<file path="src/rtl/riscv_test_result_monitor.sv">
// rtl/riscv_test_result_monitor.sv - riscv-tests pass/fail/timeout verdict monitor
module riscv_test_result_monitor #(
    parameter logic [31:0] END_PC     = 32'h0000_0044,
    parameter int          RESULT_REG = 3,
    parameter logic [31:0] PASS_VALUE = 32'h0000_0001,
    parameter int          TIMEOUT    = 5000,
    parameter int          CNT_W      = 32
) (
    input  logic             clk,
    input  logic             rst,
    input  logic             start,
    input  logic             clear,
    input  logic             retire_valid,
    input  logic [31:0]      retire_pc,
    input  logic             wb_en,
    input  logic [4:0]       wb_addr,
    input  logic [31:0]      wb_data,
    output logic             done,
    output logic             passed,
    output logic             failed,
    output logic             timed_out,
    output logic [30:0]      fail_test_num,
    output logic [CNT_W-1:0] cycles
);

    typedef enum logic [2:0] {
        IDLE = 3'd0,
        RUN  = 3'd1,
        PASS = 3'd2,
        FAIL = 3'd3,
        TMO  = 3'd4
    } state_t;

    // Last RUN cycle index before timeout; widened so a TIMEOUT beyond the
    // counter range simply never matches and the counter saturates instead.
    localparam logic [63:0] TMO_LAST = 64'(TIMEOUT) - 64'd1;

    state_t            state;
    state_t            next_state;
    logic [31:0]       shadow;
    logic              res_hit;
    logic [31:0]       effective;
    logic              end_evt;
    logic              tmo_hit;
    logic              verdict;
    logic [CNT_W-1:0]  cycles_inc;

    assign res_hit    = wb_en && (wb_addr == 5'(RESULT_REG)) && (wb_addr != 5'd0);
    assign effective  = res_hit ? wb_data : shadow;
    assign end_evt    = retire_valid && (retire_pc == END_PC);
    assign tmo_hit    = (64'(cycles) == TMO_LAST);
    assign verdict    = (state == PASS) || (state == FAIL) || (state == TMO);
    assign cycles_inc = (cycles == {CNT_W{1'b1}}) ? cycles : cycles + 1'b1;

    assign done      = verdict;
    assign passed    = (state == PASS);
    assign failed    = (state == FAIL);
    assign timed_out = (state == TMO);

    // State register
    always_ff @(posedge clk or posedge rst) begin
        if (rst) begin
            state <= IDLE;
        end else begin
            state <= next_state;
        end
    end

    // Next-state: clear beats everything, end event beats timeout
    always_comb begin
        next_state = state;
        case (state)
            IDLE: begin
                if (start && !clear) begin
                    next_state = RUN;
                end
            end
            RUN: begin
                if (clear) begin
                    next_state = IDLE;
                end else if (end_evt) begin
                    next_state = (effective == PASS_VALUE) ? PASS : FAIL;
                end else if (tmo_hit) begin
                    next_state = TMO;
                end
            end
            PASS, FAIL, TMO: begin
                if (clear) begin
                    next_state = IDLE;
                end
            end
            default: next_state = IDLE;
        endcase
    end

    // Shadow of the result register, tracked in every state
    always_ff @(posedge clk or posedge rst) begin
        if (rst) begin
            shadow <= 32'd0;
        end else if (res_hit) begin
            shadow <= wb_data;
        end
    end

    // Cycle counter and failing test number
    always_ff @(posedge clk or posedge rst) begin
        if (rst) begin
            cycles        <= '0;
            fail_test_num <= 31'd0;
        end else if (state == IDLE) begin
            if (next_state == RUN) begin
                cycles <= '0;
            end
        end else if (state == RUN) begin
            if (clear) begin
                cycles        <= '0;
                fail_test_num <= 31'd0;
            end else begin
                cycles <= cycles_inc;
                if (next_state == FAIL) begin
                    fail_test_num <= effective[31:1];
                end
            end
        end else if (clear) begin
            cycles        <= '0;
            fail_test_num <= 31'd0;
        end
    end

endmodule

</file>
<file path="config.mk">
export PLATFORM = sky130hd
export DESIGN_NAME = riscv_test_result_monitor
export DESIGN_NICKNAME = d
export VERILOG_FILES = /design/src/rtl/riscv_test_result_monitor.sv
export SDC_FILE = /design/constraint.sdc
export NUM_CORES = 1
export LEC_CHECK = 0
export ABC_AREA = 1
export BUFFER_PORTS_ARGS = -buffer_cell sky130_fd_sc_hd__buf_2
export CORE_ASPECT_RATIO = 1.75
export CORE_UTILIZATION = 49
export DETAILED_ROUTE_END_ITERATION = 10
export GPL_ROUTABILITY_DRIVEN = 0
export PLACE_DENSITY = 0.78
export SLEW_MARGIN = 10
export SYNTH_ARGS = -nofsm -noshare
export SYNTH_HDL_FRONTEND = slang
export SYNTH_SLANG_ARGS = --single-unit
</file>
<file path="constraint.sdc">
create_clock -name clk -period 2.5 [get_ports clk]
set_input_delay 0 -clock clk [delete_from_list [all_inputs] [get_ports clk]]
set_output_delay 0 -clock clk [all_outputs]
set_load 0.01 [all_outputs]
</file>
# --- After elaboration in Yosys (flattened, before gate mapping) ---
# Cells that the tools add are included.
# W data, S select, Z words.
totals:
  regBits: 98
  out_inout_bits: 67
  elab_cells: 52
classes:
  n_addsub: 1
  n_eq_ne: 13
  n_mux: 18
  n_bitwise: 1
  n_reduce_logical: 15
ops:
  columns: ["op", "n"]
  rows:
  - ["$mux W32", 7]
  - ["$mux W31", 4]
  - ["$add A32 B1 Y32 const B", 1]
  - ["$eq A32 B1 Y1 const B", 1]
  - ["$eq A32 B13 Y1 const B", 1]
  - ["$eq A32 B32 Y1 const B", 1]
  - ["$eq A32 B7 Y1 const B", 1]
  - ["$mux W3", 5]
  - ["$eq A3 B2 Y1 const B", 3]
  - ["$pmux W3 S3", 1]
  - ["$eq A3 B1 Y1 const B", 2]
  - ["$reduce_and A3 Y1", 2]
  - ["$eq A5 B2 Y1 const B", 1]
  - ["$reduce_bool A5 Y1", 1]
  - ["$logic_and A1 B1 Y1", 4]
  - ["$reduce_bool A2 Y1", 2]
  - ["$eq A3 B3 Y1 const B", 1]
  - ["$logic_not A3 Y1", 1]
  - ["$ne A3 B2 Y1 const B", 1]
  - ["$reduce_bool A3 Y1", 1]
  - ["$reduce_or A3 Y1", 1]
  - ["$logic_or A1 B1 Y1", 2]
  - ["$ne A2 B1 Y1 const B", 1]
  - ["$logic_not A1 Y1", 1]
  - ["2 further kinds", 2]

# --- Logic depth before layout (Yosys ltp) ---
# Gate-level depths: netlist (run 1).
depth:
  ltp_word: 13
  depth_mapped: 19
  mapped_depth_nobuf: 17

# --- Worst setup path after synthesis (run 1) ---
# No wires, ideal clock.
synth_path:
  path_type: "reg-to-reg"
  start: "reg cycles[0]"
  end: "reg cycles[7]"
  setup_time_ns: 0.117
  arrival_time_ns: 2.055
  required_time_ns: 2.383
  setup_slack_ns: 0.328
  path_stages_with_launch: 16
  path_cell_list: "dfrtp_1 ha_1 nand2_2 nor2_2 nand3_2 nor2_2 nand4_1 inv_1 nand4_1 nor2_2 nand2_1 nor2_1 nor2_2 buf_2 nand3_1 nand2_1"
synth_via:
  elab_chain_cells: 8
  elab_cells_between_ends: 15
  cone_classes: "add/sub: 1; eq/ne: 5; mux: 8; reduce/logical: 1"
synth_lines:
  columns: ["element", "line", "rtl"]
  rows:
  - ["from (decl)", "23", "output logic [CNT_W-1:0] cycles"]
  - ["from (signal assigned)", "119", "cycles <= cycles_inc;"]
  - ["$eq A32 B13 Y1", "51", "assign tmo_hit = (64'(cycles) == TMO_LAST);"]
  - ["$mux W3", "83", "end else if (tmo_hit) begin"]
  - ["$mux W3", "81", "end else if (end_evt) begin"]
  - ["$mux W3", "79", "if (clear) begin"]
  - ["$pmux W3 S3", "72", "case (state)"]
  - ["$eq A3 B1 Y1", "111", "if (next_state == RUN) begin"]
  - ["$ne A2 B1 Y1 (no line)", null, null]
  - ["$reduce_and A3 Y1 (no line)", null, null]
# Parallel ways exist; a longest one is shown, timed or not. The select of a mux whose other input is x is not followed.
# A chain may end at the register's enable or synchronous reset.

# --- Final worst setup path (run 1) ---
layout_path:
  start: "reg cycles[0]"
  end: "reg cycles[9]"
# The elaborated chain is that of the path after synthesis.

==> results of run 1 <==
power groups by stage:
stage / sequential [W] / clock (W) / combinational (W)
2_1_floorplan: 0.00183 / 0 / 0.000384
3_3_place_gp: 0.00180 / 0 / 0.000601
3_5_place_dp: 0.00181 / 0 / 0.000616
4_1_cts: 0.00178 / 0.00141 / 0.000653
5_1_grt: 0.00179 / 0.00146 / 0.000753
6_report: 0.00178 / 0.00137 / 0.000653
kinds of logic after synthesis:
| group | count (synthesis) | synth area share |
|---|---|---|
| AOI/OAI and AO/OA | 45 | 0.0457 |
| xor gates and xnor gates | 9 | 0.0141 |
| buffers and inverters | 147 | 0.112 |
| adders and majority gates | 1 | 0.00224 |
| and+or+nand+nor | 510 | 0.387 |
| DFF | 98 | 0.439 |
synthesized netlist by cell type:
cell type / n / area (sq um)
sky130_fd_sc_hd__nand2_1: 262 / 983
sky130_fd_sc_hd__inv_1: 117 / 439
sky130_fd_sc_hd__nor2_1: 106 / 398
sky130_fd_sc_hd__dfrtp_1: 98 / 2450
sky130_fd_sc_hd__nand3_1: 91 / 455
sky130_fd_sc_hd__nor3_1: 14 / 70.1
sky130_fd_sc_hd__a21oi_1: 13 / 65.1
sky130_fd_sc_hd__o21ai_0: 11 / 55.1
sky130_fd_sc_hd__o21ai_1: 10 / 50.1
sky130_fd_sc_hd__buf_2: 9 / 45.0
sky130_fd_sc_hd__clkbuf_1: 9 / 33.8
sky130_fd_sc_hd__nor4_1: 9 / 56.3
sky130_fd_sc_hd__nand4_1: 8 / 50.1
sky130_fd_sc_hd__xor2_1: 8 / 70.1
sky130_fd_sc_hd__buf_6: 6 / 67.6
sky130_fd_sc_hd__nor2_2: 6 / 37.5
sky130_fd_sc_hd__buf_4: 4 / 30.0
sky130_fd_sc_hd__nand3b_1: 4 / 30.0
sky130_fd_sc_hd__nand2_2: 3 / 18.8
sky130_fd_sc_hd__or2_2: 3 / 18.8
sky130_fd_sc_hd__a31oi_1: 2 / 12.5
sky130_fd_sc_hd__o211ai_1: 2 / 15.0
sky130_fd_sc_hd__o21ai_2: 2 / 17.5
sky130_fd_sc_hd__o221ai_1: 2 / 17.5
sky130_fd_sc_hd__and3_1: 1 / 6.26
sky130_fd_sc_hd__clkinv_1: 1 / 3.75
sky130_fd_sc_hd__ha_1: 1 / 12.5
sky130_fd_sc_hd__inv_2: 1 / 3.75
sky130_fd_sc_hd__nand2_4: 1 / 11.3
sky130_fd_sc_hd__nand3_2: 1 / 10.0
sky130_fd_sc_hd__nand3_4: 1 / 17.5
sky130_fd_sc_hd__o21a_1: 1 / 7.51
sky130_fd_sc_hd__o21bai_1: 1 / 7.51
sky130_fd_sc_hd__o31ai_1: 1 / 7.51
sky130_fd_sc_hd__xnor2_1: 1 / 8.76
per-stage QoR:
| step | TNS, ns | hold WS, ns |
|---|---|---|
| after floorplan | 0 | 0.138 |
| after global placement | 0 | -0.0422 |
| after detailed placement | 0 | -0.0350 |
| after CTS | 0 | 0.00195 |
| after global routing | -0.505 | 0.0412 |
| final | 0 | 0.0135 |
sequential cells by signal, indices dropped and copies added, names as in the netlist:
name,cells
shadow,32
cycles,32
state,3
fail_test_num,31
how the worst max path moves through the flow:
stage / startpoint / to / slack (ns) / cells after the start
after detailed placement: cycles[0] / cycles[25] / 0.12 / 15
after global routing: cycles[0] / cycles[27] / -0.04 / 15
final: cycles[0] / cycles[9] / 0.16 / 15
after global placement: wb_addr[3] / fail_test_num[17] / 0.23 / 18
after CTS: cycles[0] / cycles[21] / 0.10 / 15
after floorplan: cycles[0] / cycles[7] / 0.33 / 15
worst max-delay path: cells and delay by family, from the launching register on:
family        cells  cell delay, ns
simple gates     12            1.39
flops             1            0.36
buf+inv           2            0.28
fa+ha+maj         1            0.19
layout make-up:
type,instances,area share
Clock inverter,6,0.00814
Inverter,119,0.0637
Clock buffer,10,0.0338
Sequential cell,98,0.347
Timing Repair Buffer,189,0.165
Multi-Input combinational cell,565,0.359
Tap cell,132,0.0234
per-layer routing:
metal	wire length [um]	share of wire
met2	8030	0.52
met4	585	0.038
met1	5850	0.38
met3	902	0.059
met5	0	0
repair_timing:
action | 4_1_cts | 5_1_grt
gates resized for setup | 0 | 5
setup endpoints to repair | 0 | 32
hold buffers | 28 | 0
hold endpoints to repair | 125 | 0
buffers inserted | 0 | 2
cells in the final DEF (no fill, tap or decap), types with 2 or more instances in the layout:
cell / Yosys / final
sky130_fd_sc_hd__a21oi_1: 13 / 13
sky130_fd_sc_hd__a31oi_1: 2 / 2
sky130_fd_sc_hd__buf_12: 0 / 2
sky130_fd_sc_hd__buf_2: 9 / 141
sky130_fd_sc_hd__buf_4: 4 / 17
sky130_fd_sc_hd__clkbuf_16: 0 / 9
sky130_fd_sc_hd__clkinvlp_4: 0 / 3
sky130_fd_sc_hd__dfrtp_1: 98 / 98
sky130_fd_sc_hd__dlygate4sd3_1: 0 / 28
sky130_fd_sc_hd__inv_1: 117 / 116
sky130_fd_sc_hd__inv_8: 0 / 3
sky130_fd_sc_hd__nand2_1: 262 / 262
sky130_fd_sc_hd__nand2_2: 3 / 3
sky130_fd_sc_hd__nand3_1: 91 / 91
sky130_fd_sc_hd__nand3_4: 1 / 2
sky130_fd_sc_hd__nand3b_1: 4 / 4
sky130_fd_sc_hd__nand4_1: 8 / 8
sky130_fd_sc_hd__nor2_1: 106 / 105
sky130_fd_sc_hd__nor2_2: 6 / 5
sky130_fd_sc_hd__nor2_4: 0 / 2
sky130_fd_sc_hd__nor3_1: 14 / 14
sky130_fd_sc_hd__nor4_1: 9 / 9
sky130_fd_sc_hd__o211ai_1: 2 / 2
sky130_fd_sc_hd__o21ai_0: 11 / 11
sky130_fd_sc_hd__o21ai_1: 10 / 10
sky130_fd_sc_hd__o21ai_2: 2 / 2
sky130_fd_sc_hd__o221ai_1: 2 / 2
sky130_fd_sc_hd__or2_2: 3 / 3
sky130_fd_sc_hd__xor2_1: 8 / 8
==> out/summary.txt, run 1 <==
vertical die dimension: 143 um
FF+latch count, synth: 98
share of the clock period used by the worst path after layout: 0.936
worst path arrival time: 2.58 ns
count of vias placed by the detailed router: 5748
met1 capacity usage during global routing: 0.305
synthesized instance count: 810
cts bufs inserted: 9
number of antenna violations at the first check in global routing: 0
Final WS setup: 0.160 ns
half-perimeter wire length of the detailed placement result: 11000 um
pwr dens: 538 mW/mm^2
Reg2Reg Depth: 15
Critical Path End Type: flip-flop
routing layer with the top usage in global route: met2
outcome: complete, no violations
worst max-slew margin expressed relative to the limit: 0.691
area of placed instances: 0.00645 sq mm
fraction of final layout cells sized beyond drive strength 1: 0.200
Critical Path Max Stage Delay: 0.36 ns
design internal power: 0.00270 W
DRT antenna net count: 0
synthesized area: 0.00559 sq mm
site row count: 51
maximum buffer depth of the clock tree: 2
grt total ovfl: 0
Final Cell Area: 0.00707 sq mm
Post-Syn Nets: 886
placement-stage worst setup slack: 0.122 ns
setup slack of the worst register-to-register path: 0.16 ns
Max stage delay cell, worst path: sky130_fd_sc_hd__dfrtp_1
final instance count without filler cells: 1119
worst reg2reg startpoint: cycles[0]
sequential share of power: 0.468
Netlist cell types: 35
overall power after layout: 0.00380 W
horizontal extent of the die: 82.7 um
hold worst-path end: shadow[25]
leakage power of the design: 3.98 nW
average footprint of a synthesized cell: 6.90 sq um
sequential-to-total area share from yosys stat: 0.439
via count of the first global-routing pass: 5566
maximum level of the CTS H-tree: 3
Register Area: 0.00245 sq mm
IO Port Bufs: 141
number of instances in the placed design: 1073
Total Routed Length: 15400 um
detailed-route vias per instance: 5.14
first-pass GRT wire length: 25200 um
kind of start point of the critical path: flip-flop
total clock sinks: 98
detailed-routing iteration count for the pre-antenna-repair pass: 5
Period minus WS final: 2.34 ns
clock latency on the worst-skew pair: 0.35 ns
ordered cell list for the critical path: ha_1 -> nand2_2 -> nor2_4 -> nand3_4 -> nor2_4 -> nand4_1 -> inv_1 -> nand4_1 -> nor2_2 -> nand2_1 -> nor2_1 -> nor2_2 -> buf_6 -> nand3_1 -> nand2_1
final standard cell utilization of the core: 0.637
Cells on Worst Hold Path: 5
pin slew with the least headroom to its limit: 0.459 ns
clock tree from TritonCTS: done
area of combinational cells with multiple inputs: 0.00254 sq mm
path class of the lowest-slack min-delay path: input port to flip-flop
buffer cell driving the clock tree root: sky130_fd_sc_hd__clkbuf_16
required time of the worst setup path: 2.74 ns
peak supply drop: 0.466 mV
DRC violation total after the first TritonRoute iteration: 293
Ant. Diodes: 0
GR Util met2: 0.497
clock slew at the register clock pins of the worst setup and hold paths: 0.07 ns
Crit Path Max Fanout: 17
detailed-route wire length per cell: 13.7 um
Initial Utilization: 0.503
number of fill cells: 996
origin of the worst min-delay path: wb_data[25]
area growth from synthesis to layout: 26.5%
count of yosys warnings during synthesis: 0
DRC violation count after routing: 0
Final setup violation count: 0
Setup CP Type: flip-flop to flip-flop
num ports: 142
fraction of power spent switching nets: 0.290
net switching power: 0.00110 W
peak clock frequency supported by timing: 427 MHz
largest net degree at the start of global routing: 63
Final Max Slew Viols: 0
clock share of power: 0.361
area of the die: 0.0118 sq mm
# nets final: 1058
floorplan core area: 0.0111 sq mm
number of max-cap violations: 0
maximum clock skew at final layout: 0.00870 ns
met3 track demand over resource: 0.0505
endpoint of the lowest-slack register-to-register path: cycles[9]
Logic pwr share: 0.172
global router's overall resource usage: 0.277
number of failing hold endpoints at the final stage: 0
Power figures use the tool's default switching activity.
==> run 2, diff against run 1 <==
REMOVE_ABC_BUFFERS = 1   (was unset)
==> out/summary.txt, run 2 (synthesized netlist as in run 1, its figures left out) <==
DRT antenna net count: 0
horizontal extent of the die: 82.7 um
net switching power: 0.00109 W
pwr dens: 533 mW/mm^2
half-perimeter wire length of the detailed placement result: 10900 um
Crit Path Max Fanout: 8
DRC violation total after the first TritonRoute iteration: 286
cts bufs inserted: 9
Critical Path Max Stage Delay: 0.47 ns
clock share of power: 0.355
path class of the lowest-slack min-delay path: input port to flip-flop
worst max-slew margin expressed relative to the limit: 0.623
detailed-routing iteration count for the pre-antenna-repair pass: 4
Buffers & Inverters on Critical Path: 0
largest net degree at the start of global routing: 47
Max stage delay cell, worst path: sky130_fd_sc_hd__dfrtp_1
Top Registers: cycles: 32 flops, shadow: 32 flops, fail_test_num: 31 flops
Total Routed Length: 14900 um
leakage power of the design: 3.99 nW
Setup CP Type: flip-flop to flip-flop
num ports: 142
share of the clock period used by the worst path after layout: 0.926
maximum buffer depth of the clock tree: 2
first-pass GRT wire length: 24300 um
detailed-route vias per instance: 5.01
grt total ovfl: 0
Min Hold Slack: 0.00160 ns
detailed-route wire length per cell: 13.3 um
Critical Path End Type: flip-flop
clock slew at the register clock pins of the worst setup and hold paths: 0.07 ns
most used cells in the layout excluding fill and tap cells: 261 x sky130_fd_sc_hd__nand2_1, 141 x sky130_fd_sc_hd__buf_2, 115 x sky130_fd_sc_hd__inv_1
peak supply drop: 0.460 mV
total clock sinks: 98
# nets final: 1057
count of vias placed by the detailed router: 5600
buffer cell driving the clock tree root: sky130_fd_sc_hd__clkbuf_16
clock tree from TritonCTS: done
ordered cell list for the critical path: nand2_1 -> nor2_1 -> nand2_1 -> nor2_1 -> nand3_1 -> nor3_1 -> nand4_1 -> xor2_1 -> nor2_1 -> nand3_1 -> nand2_1
fraction of power spent switching nets: 0.290
Logic pwr share: 0.172
vertical die dimension: 143 um
number of fill cells: 1039
sequential share of power: 0.473
number of failing hold endpoints at the final stage: 0
peak clock frequency supported by timing: 432 MHz
largest delay contributor family on the critical path: simple AND/OR/NAND/NOR gates
IO Port Bufs: 141
leading cell type in the layout, fill and taps excluded: sky130_fd_sc_hd__nand2_1
required time of the worst setup path: 2.79 ns
global router's overall resource usage: 0.269
overall power after layout: 0.00376 W
Ant. Diodes: 0
Initial Utilization: 0.503
Final Max Slew Viols: 0
area growth from synthesis to layout: 26.3%
maximum level of the CTS H-tree: 3
area of the die: 0.0118 sq mm
Final Cell Area: 0.00705 sq mm
number of max-cap violations: 0
pin slew with the least headroom to its limit: 0.566 ns
floorplan core area: 0.0111 sq mm
outcome: complete, no violations
kind of start point of the critical path: flip-flop
site row count: 51
Final setup violation count: 0
area of placed instances: 0.00650 sq mm
number of antenna violations at the first check in global routing: 0
setup tns final: 0 ns
maximum clock skew at final layout: 0.00702 ns
fraction of final layout cells sized beyond drive strength 1: 0.208
via count of the first global-routing pass: 5392
DRC violation count after routing: 0
clock latency on the worst-skew pair: 0.35 ns
Period minus WS final: 2.31 ns
worst path arrival time: 2.60 ns
design internal power: 0.00267 W
## run 2: changes by cell type in the layout (fill, tap and decap cells not counted), moves of 2 or more
cell                            before  now
sky130_fd_sc_hd__clkinvlp_4          3    1
sky130_fd_sc_hd__dlygate4sd3_1      28   22
sky130_fd_sc_hd__clkinv_4            0    3
sky130_fd_sc_hd__buf_4              17   21
## run 2: area by class of cell
class,count,area [sq um],share of cell area
timing repair buffer,188,1150,0.164
sequential,98,2450,0.348
tap,132,165,0.0234
multi-input combinational,565,2540,0.361
clock buffer,9,225,0.0319
inverter,119,449,0.0637
clock inverter,7,61.3,0.00869
## run 2: tightest hold or removal path, cell delays in order
cell                      delay (ns)
sky130_fd_sc_hd__buf_2          0.07
sky130_fd_sc_hd__inv_1          0.03
sky130_fd_sc_hd__nand3_1        0.07
sky130_fd_sc_hd__nand2_1        0.08
sky130_fd_sc_hd__inv_1          0.06
## run 2: routing by layer
metal	global-route usage	share of wire
met1	0.285	0.39
met4	0.111	0.033
met3	0.0460	0.045
met5	0	0
met2	0.501	0.54
## run 2: path summary, 6_finish.rpt
path,end,slack (ns),from,depth (start not counted)
max,cycles[21],0.19,cycles[7],11
min,shadow[6],0.002,wb_data[6],5
max reg2reg,cycles[21],0.19,cycles[7],11
min reg2reg,fail_test_num[24],0.47,fail_test_num[24],2
max in group asynchronous,cycles[10],1.57,rst,4
min in group asynchronous,fail_test_num[7],0.26,rst,3
## run 2: power groups by stage
| stage | sequential [W] | combinational (W) | clock, W |
|---|---|---|---|
| after detailed placement | 0.00181 | 0.000619 | 0 |
| after floorplan | 0.00183 | 0.000353 | 0 |
| after CTS | 0.00178 | 0.000647 | 0.00136 |
| final | 0.00178 | 0.000645 | 0.00133 |
| after global routing | 0.00179 | 0.000742 | 0.00142 |
| after global placement | 0.00180 | 0.000607 | 0 |
## run 2: what timing repair did
| action | 4_1_cts | 5_1_grt |
|---|---|---|
| setup endpoints to repair | 0 | 63 |
| gates resized for setup | 0 | 8 |
| hold buffers | 22 | 0 |
| endpoints found under the hold margin | 63 | 0 |
| setup buffers | 0 | 1 |
## run 2: stage by stage
| stage | instances | util | setup WS (ns) |
|---|---|---|---|
| detailed placement | 1079 | 0.586 | 0.111 |
| global route | 1118 | 0.635 | -0.000302 |
| CTS | 1117 | 0.631 | 0.0869 |
| finish | 1118 | 0.635 | 0.186 |
| global placement | 1079 | 0.586 | 0.188 |
| floorplan | 782 | - | -0.319 |
